==> src/rtl/flag_cond_eval.sv <==
// Branch condition evaluator: latches a decoder request, waits out a same-cycle
// flag update, evaluates the condition and returns taken/pc_load. Optional counters: BRANCH_STATS_EN.
module flag_cond_eval #(
    parameter int ADDR_W = 16,
    parameter int CNT_W  = 16
) (
    input  logic              clk,
    input  logic              rst,
    input  logic [4:0]        status_flags,
    input  logic              flags_ld,
    input  logic              req_valid,
    output logic              req_ready,
    input  logic [3:0]        req_cond,
    input  logic [ADDR_W-1:0] req_target,
    output logic              res_valid,
    input  logic              res_ack,
    output logic              res_taken,
    output logic              pc_load,
    output logic [ADDR_W-1:0] pc_target
`ifdef BRANCH_STATS_EN
    ,
    input  logic              stats_clr,
    output logic [CNT_W-1:0]  eval_cnt,
    output logic [CNT_W-1:0]  taken_cnt
`endif
);

    typedef enum logic [1:0] {
        IDLE       = 2'd0,
        WAIT_FLAGS = 2'd1,
        EVAL       = 2'd2,
        RESP       = 2'd3
    } state_t;

    state_t            state_q, state_d;
    logic [3:0]        cond_q, cond_d;
    logic [ADDR_W-1:0] target_q, target_d;
    logic              valid_q, valid_d;
    logic              taken_q, taken_d;
    logic              pcld_q, pcld_d;
    logic              cond_true;

    if (CNT_W < 1) begin : g_cnt_w_check
        $error("CNT_W must be at least 1");
    end

    // Flag order: [0]=C [1]=Z [2]=S [3]=V [4]=P
    function automatic logic cond_eval(input logic [3:0] c, input logic [4:0] f);
        logic cf, zf, sf, vf, pf;
        cf = f[0];
        zf = f[1];
        sf = f[2];
        vf = f[3];
        pf = f[4];
        case (c)
            4'b0000: cond_eval = 1'b1;
            4'b0001: cond_eval = zf;
            4'b0010: cond_eval = !zf;
            4'b0011: cond_eval = cf;
            4'b0100: cond_eval = !cf;
            4'b0101: cond_eval = sf;
            4'b0110: cond_eval = !sf;
            4'b0111: cond_eval = vf;
            4'b1000: cond_eval = !vf;
            4'b1001: cond_eval = pf;
            4'b1010: cond_eval = !pf;
            4'b1011: cond_eval = sf ^ vf;
            4'b1100: cond_eval = !(sf ^ vf);
            4'b1101: cond_eval = !cf && !zf;
            4'b1110: cond_eval = !zf && !(sf ^ vf);
            default: cond_eval = 1'b0;
        endcase
    endfunction

    assign cond_true = cond_eval(cond_q, status_flags);

    always_ff @(posedge clk or posedge rst) begin
        if (rst) begin
            state_q  <= IDLE;
            cond_q   <= 4'd0;
            target_q <= '0;
            valid_q  <= 1'b0;
            taken_q  <= 1'b0;
            pcld_q   <= 1'b0;
        end else begin
            state_q  <= state_d;
            cond_q   <= cond_d;
            target_q <= target_d;
            valid_q  <= valid_d;
            taken_q  <= taken_d;
            pcld_q   <= pcld_d;
        end
    end

    always_comb begin
        state_d   = state_q;
        cond_d    = cond_q;
        target_d  = target_q;
        valid_d   = valid_q;
        taken_d   = taken_q;
        pcld_d    = 1'b0;
        req_ready = 1'b0;
        case (state_q)
            IDLE: begin
                req_ready = 1'b1;
                if (req_valid) begin
                    cond_d   = req_cond;
                    target_d = req_target;
                    // A flag load in the accept cycle means the flags are stale; wait one cycle.
                    state_d  = flags_ld ? WAIT_FLAGS : EVAL;
                end
            end
            WAIT_FLAGS: state_d = EVAL;
            EVAL: begin
                taken_d = cond_true;
                pcld_d  = cond_true;
                valid_d = 1'b1;
                state_d = RESP;
            end
            RESP: begin
                if (res_ack) begin
                    valid_d = 1'b0;
                    state_d = IDLE;
                end
            end
            default: state_d = IDLE;
        endcase
    end

    assign res_valid = valid_q;
    assign res_taken = taken_q;
    assign pc_load   = pcld_q;
    assign pc_target = target_q;

`ifdef BRANCH_STATS_EN
    logic [CNT_W-1:0] eval_cnt_q, taken_cnt_q;

    always_ff @(posedge clk or posedge rst) begin
        if (rst) begin
            eval_cnt_q  <= '0;
            taken_cnt_q <= '0;
        end else if (stats_clr) begin
            eval_cnt_q  <= '0;
            taken_cnt_q <= '0;
        end else if (state_q == EVAL) begin
            eval_cnt_q <= eval_cnt_q + 1'b1;
            if (cond_true) begin
                taken_cnt_q <= taken_cnt_q + 1'b1;
            end
        end
    end

    assign eval_cnt  = eval_cnt_q;
    assign taken_cnt = taken_cnt_q;
`endif

endmodule

==> config.mk <==
export PLATFORM = sky130hd
export DESIGN_NAME = flag_cond_eval
export DESIGN_NICKNAME = d
export VERILOG_FILES = /design/src/rtl/flag_cond_eval.sv
export SDC_FILE = /design/constraint.sdc
export NUM_CORES = 1
export LEC_CHECK = 0
export ABC_AREA = 1
export BUFFER_PORTS_ARGS = -buffer_cell sky130_fd_sc_hd__buf_2
export CAP_MARGIN = 20
export CORE_UTILIZATION = 25
export DETAILED_ROUTE_END_ITERATION = 10
export PLACE_DENSITY_LB_ADDON = 0.2
export SYNTH_ARGS = -nofsm -noshare
export SYNTH_HDL_FRONTEND = slang
export SYNTH_SLANG_ARGS = --single-unit
==> constraint.sdc <==
create_clock -name clk -period 2.5 [get_ports clk]
set_clock_uncertainty 0.15 [all_clocks]
set_input_delay 0.25 -clock clk [delete_from_list [all_inputs] [get_ports clk]]
set_output_delay 0.25 -clock clk [all_outputs]
set_load 0.01 [all_outputs]
==> results.yml, run 1 <==
outcome:
  status: "finished, final reports clean"
finish:
  final_common_cell: "buf_2"
  final_cell_mix: "49 x buf_2, 28 x nand2_1, 25 x dfrtp_1"
  area_delta_synth_final_pct: 29.9
  fin_util_pct: 33.9
  instances_no_fill: 239
  fin_nets: 206
  antenna_cells: 0
  finalInstanceArea_um2: 1600
  layout-drive-gt1-share_pct: 42.4
synth:
  ys_ff_latch: 25
  yosysSeqAreaShare_pct: 50.7
  syn_area_per_cell_um2: 10.4
  syn-instance-count: 119
  yosysWarnings: 0
  yosysUniqueCellTypes: 20
  syn_area_um2: 1230
  syn_nets: 152
place:
  dpl.hpwl_um: 1840
  place_inst: 234
  place.gp.congestion: 0.699
  port_buffers: 49
  dpl_cell_area_um2: 1550
setup_path:
  critPathRequiredTime_ns: 2.51
  worstPathMaxFanout: 24
  endpoint_kind: "flop"
  reg2reg_depth: 4
  critical_path_class: "flop to flop"
  critical_path_arrival_ns: 1.68
  start_kind: "flop"
min_path:
  holdPathStages: 2
  hold_path.class: "primary input to flop"
job:
  max_cap_viol_count: 0
die:
  io_pins: 50
  core_um2: 4720
  fp.dieW_um: 72.2
  start_util_pct: 26.1
  die_h_um: 72.2
  placementRows: 25
  dieArea_um2: 5220
routing:
  post-route-drc-count: 0
  wl_met1_um: 1140
  drt-total-wl_um: 2400
  via_count: 959
  drtIter0Drc: 23
  top_layer_used: "met4"
  vias_per_cell: 4.01
  wl_met2_um: 1060
  wl_per_cell_um: 10.0
  wl_met3_um: 166
  antenna_left: 0
  first_pass_iters: 2
sta:
  rsz0062_at_grt: "false"
  fmax_ghz: 0.598
  finalSetupTns_ns: 0
  period_share_pct: 66.9
  slew_headroom_pct: 76.0
  hold_viol: 0
  setup_viol: 0
  worst_slew_pin_slew_ns: 0.360
  min_period_ns: 1.67
  drv_slew: 0
clock_tree:
  h-tree-depth: 1
  clock_sinks: 25
  insertion_delay_ns: 0.27
  cts_root_buffer: "clkbuf_8"
  ctsResizeCount: 0
  clkTransAtPathRegs_ns: 0.09
  cts_tree: "done"
  cts_buffers: 3
  clockBufferDepth: 2
grt:
  grt_pass1_wl_um: 4310
  grt_antenna_before_repair: 0
  grt_pass1_vias: 1002
  grt_overflow_total: 0
  grt_start_max_net_pins: 26
  grt_usage_pct: 10.3
power:
  power_density_nw_per_um2: 1150
  vdd_ir_drop_max_uv: 378
  leakage_nw: 0.890
layer usage:
metal  vias to the layer above  global-route usage [%]
met3                         3                    2.64
met1                       439                    13.0
met2                        35                    16.9
met4                         0                    4.14
li1                        482                       -
met5                         -                       0
critical path, stage by stage, from the launching register on:
cell     delay, ns
dfrtp_1       0.38
inv_1         0.10
ha_1          0.30
nand2_4       0.26
mux2_4        0.36
flip-flops by register name (all words and copies together) (netlist names):
register / cells
cond_q: 4
pc_load: 1
pc_target: 16
res_taken: 1
res_valid: 1
state_q: 2
cell usage after synthesis (all sizes together):
library cell  count  area share, %
dfrtp            25             51
nand3             5            2.4
nand2            30            9.9
inv              17            5.2
ha                3            3.0
nor2              7            2.1
o2bb2ai           1           0.71
mux2             16             18
buf               2            1.8
o21ai             5            2.3
clkinv            1           0.30
o22ai             1           0.51
o211ai            1           0.61
a21oi             5            2.0
area by class of cell:
class / count / area, um^2
clock buffers: 4 / 45.0
fillers: 516 / 3120
inverters: 18 / 67.6
multi-input cells: 74 / 518
flip-flops and latches: 25 / 626
well taps: 67 / 83.8
repair buffers: 51 / 263
kinds of logic (layout without fill, tap and decap cells):
logic type                 count (synthesis)  in the layout  synth area share (%)
and+or+nand+nor                           42             42                  14.5
DFF                                       25             25                  50.7
buffers and inverters                     20             73                  7.30
muxes                                     16             16                  18.3
AOI/OAI and AO/OA                         13             13                  6.19
adders and majority gates                  3              3                  3.04
path summary, 6_finish.rpt:
check / start / to / slack (ns)
worst max register to register: state_q[0]$_DFFE_PP0P_ / pc_target[12]$_DFFE_PP0P_ / 0.83
max in group asynchronous: rst / pc_load$_DFF_PP0_ / 1.54
worst min-delay path: req_target[1] / pc_target[1]$_DFFE_PP0P_ / 0.05
worst min register to register: res_taken$_DFFE_PP0P_ / res_taken$_DFFE_PP0P_ / 0.34
worst max-delay path: state_q[0]$_DFFE_PP0P_ / pc_target[12]$_DFFE_PP0P_ / 0.83
min in group asynchronous: rst / pc_target[8]$_DFFE_PP0P_ / 0.42
power breakdown:
group	switching, W	internal, W	leakage (nW)
sequential	0.000121	0.000606	0.292
combinational	0.000430	0.000451	0.575
clock	0.000126	0.000114	0.0228
total	0.000677	0.00117	0.890
what timing repair did:
| action | 4_1_cts | 5_1_grt |
|---|---|---|
| endpoints found under the setup margin | 0 | 0 |
| endpoints found under the hold margin | 25 | 0 |
| buffers inserted | 0 | 0 |
| hold buffers | 1 | 0 |
stage by stage:
| stage | power (W) | setup WS (ns) | hold slack (ns) |
|---|---|---|---|
| floorplan | 0.00136 | 0.904 | 0.127 |
| global placement | 0.00161 | 0.885 | 0.168 |
| detailed placement | 0.00163 | 0.806 | 0.177 |
| CTS | 0.00188 | 0.800 | 0.0468 |
| global route | 0.00203 | 0.688 | 0.0446 |
| finish | 0.00185 | 0.829 | 0.0535 |
No activity file was read; power rests on OpenSTA's default activity.
==> run 2: changes to the inputs <==
- ABC_AREA: 1 -> 0
- clock period: 2.5 -> 1.64 ns (I/O delays scaled with it)
==> run 2 against run 1 <==
  * Sequential share of layout area decreased by 3.7 points
  * Register-to-register slack worse by 0.72 ns
  * Synthesized cell count is 25% lower
  * Worst setup slack got worse by 0.72 ns
  * Final area is 11% higher
  * Non-clock buffer count is 24 higher
  * Global-route usage rose by 0.66 points
  * Sequential power is 60% higher
  * Critical path depth grew 1
  * Flip-flop and latch count is the same
==> results.yml, run 2 <==
sta:
  rsz0062_at_grt: "false"
  period_share_pct: 93.2
  drv_slew: 0
  fmax_ghz: 0.654
  hold_viol: 0
  worst_slew_pin_slew_ns: 0.324
  setup_viol: 0
  slew_headroom_pct: 78.4
  finalSetupTns_ns: 0
  min_period_ns: 1.53
routing:
  wl_met1_um: 1120
  vias_per_cell: 4.34
  antenna_left: 0
  wl_per_cell_um: 11.7
  via_count: 942
  wl_met3_um: 103
  post-route-drc-count: 0
  drtIter0Drc: 15
  drt-total-wl_um: 2530
  wl_met2_um: 1280
  first_pass_iters: 3
  top_layer_used: "met4"
power:
  power_density_nw_per_um2: 1610
  vdd_ir_drop_max_uv: 623
  total_power_w: 0.00285
  leakage_nw: 0.850
setup_path:
  r2r-start: "state_q[1]$_DFFE_PP0P_"
  crit_path_max_incr_delay_ns: 0.40
  crit_cells: 5
  worstPathMaxFanout: 20
  critPathRequiredTime_ns: 1.65
  crit_family: "flip-flops"
  critical_path_arrival_ns: 1.53
  endpoint_kind: "flop"
  start_kind: "flop"
  crit_path_end: "pc_target[4]$_DFFE_PP0P_"
  reg2reg_depth: 5
  path_cells: "inv_1, ha_1, nand2_1, buf_12, mux2_2"
  crit_buf_inv: 2
  crit_start: "state_q[1]$_DFFE_PP0P_"
  r2r_slack_ns: 0.11
  slowest_stage: "dfrtp_1"
  critical_path_class: "flop to flop"
  reg2reg_to: "pc_target[4]$_DFFE_PP0P_"
clock_tree:
  ctsResizeCount: 0
  clockBufferDepth: 2
  clock_sinks: 25
  cts_buffers: 3
  clkTransAtPathRegs_ns: 0.08
  h-tree-depth: 1
  insertion_delay_ns: 0.27
  cts_root_buffer: "clkbuf_8"
  cts_tree: "done"
grt:
  grt_pass1_wl_um: 4320
  grt_overflow_total: 0
  grt_pass1_vias: 969
  grt_start_max_net_pins: 26
  grt_antenna_before_repair: 0
  grt_usage_pct: 11.0
die:
  start_util_pct: 26.5
  core_um2: 4410
  die_h_um: 70.4
  placementRows: 24
  dieArea_um2: 4960
  io_pins: 50
  fp.dieW_um: 70.4
place:
  dpl_cell_area_um2: 1500
  place.gp.congestion: 0.674
  port_buffers: 49
  dpl.hpwl_um: 1810
synth:
  syn_area_um2: 1170
  syn_nets: 122
  synthTopCellsByArea: "dfrtp_1 53%, mux2_2 20%, ha_1 3.2%"
  ys.flop_type: "dfrtp_1"
  yosysWarnings: 0
  syn_area_per_cell_um2: 13.2
  ys_ff_latch: 25
  synth_top_area_share_pct: 53.4
  synth_edf_count: 0
  yosysUniqueCellTypes: 26
  synth.most_common_cell: "dfrtp_1"
  async_flop_share_pct: 100
  synthTopCellsByCount: "25 x dfrtp_1, 21 x mux2_2, 7 x inv_1, 4 x nand2_1"
  synth_top_area_cell: "dfrtp_1"
  yosysSeqAreaShare_pct: 53.4
  syn-instance-count: 89
finish:
  largest_reg_flops: 16
  layout-drive-gt1-share_pct: 51.5
  final_cell_mix: "49 x buf_2, 25 x dfrtp_1, 22 x dlygate4sd3_1"
  antenna_cells: 0
  finalInstanceArea_um2: 1770
  area_delta_synth_final_pct: 51.3
  final_common_cell: "buf_2"
  fin_nets: 199
min_path:
  hold_start: "flags_ld"
  hold_path.class: "primary input to flop"
job:
  max_cap_viol_count: 0
outcome:
  status: "finished, final reports clean"
==> run 2: tightest hold or removal path, delay by kind of cell <==
| family | cells | cell delay, ns |
|---|---|---|
| compound gates | 1 | 0.16 |
| mux | 1 | 0.06 |
| buf+inv | 1 | 0.09 |
==> run 2: cells by family (layout without fill, tap and decap cells) <==
| kind of cell | after synthesis | count (layout) | share of synthesized area (%) |
|---|---|---|---|
| adders and majority gates | 3 | 3 | 3.21 |
| and+or+nand+nor | 13 | 13 | 5.88 |
| AOI/OAI and AO/OA | 13 | 13 | 9.51 |
| DFF | 25 | 25 | 53.4 |
| muxes | 24 | 24 | 23.2 |
| xor gates and xnor gates | 1 | 1 | 0.748 |
| buffers and inverters | 10 | 86 | 4.06 |
==> run 2: power by group <==
| part | leakage (nW) | internal [W] | switching, W |
|---|---|---|---|
| logic | 0.533 | 0.000743 | 0.000582 |
| clock network | 0.0217 | 0.000172 | 0.000193 |
| registers | 0.295 | 0.000924 | 0.000233 |
==> run 2: through the flow <==
step                      instances  setup WS, ns  util (%)  hold slack, ns
final                           217         0.112      40.1           0.101
after global routing            217        0.0120      40.1           0.123
after CTS                       216        0.0824      40.0          0.0873
after detailed placement        190        0.0862      33.9          0.0834
after global placement          190         0.139      33.9          0.0793
after floorplan                  89        0.0765         -          0.0413
==> run 2: worst min-delay path by stage <==
stage               slack (ns)                  endpoint  cells after the start
global placement          0.08     res_valid$_DFFE_PP0P_                      3
global route              0.12    state_q[0]$_DFFE_PP0P_                      3
CTS                       0.09    state_q[1]$_DFFE_PP0P_                      4
finish                    0.10    state_q[0]$_DFFE_PP0P_                      3
floorplan                 0.04     cond_q[0]$_DFFE_PP0P_                      1
detailed placement        0.08  pc_target[4]$_DFFE_PP0P_                      3
==> run 2: routing by layer <==
layer	vias up	track usage (%)
li1	463	-
met1	452	12.6
met2	23	19.6
met3	4	3.17
met4	0	3.33
met5	-	0
==> run 2: repair_timing <==
action | in CTS | in global routing
setup endpoints to repair | 0 | 1
setup buffers | 0 | 1
hold buffers | 22 | 0
endpoints found under the hold margin | 46 | 0
==> run 2: area by class of cell <==
class	count	area, um^2
well taps	52	65.1
multi-input cells	54	498
fillers	464	2640
inverters	7	26.3
flip-flops and latches	25	626
repair buffers	75	508
clock buffers	3	41.3
clock inverters	1	7.51
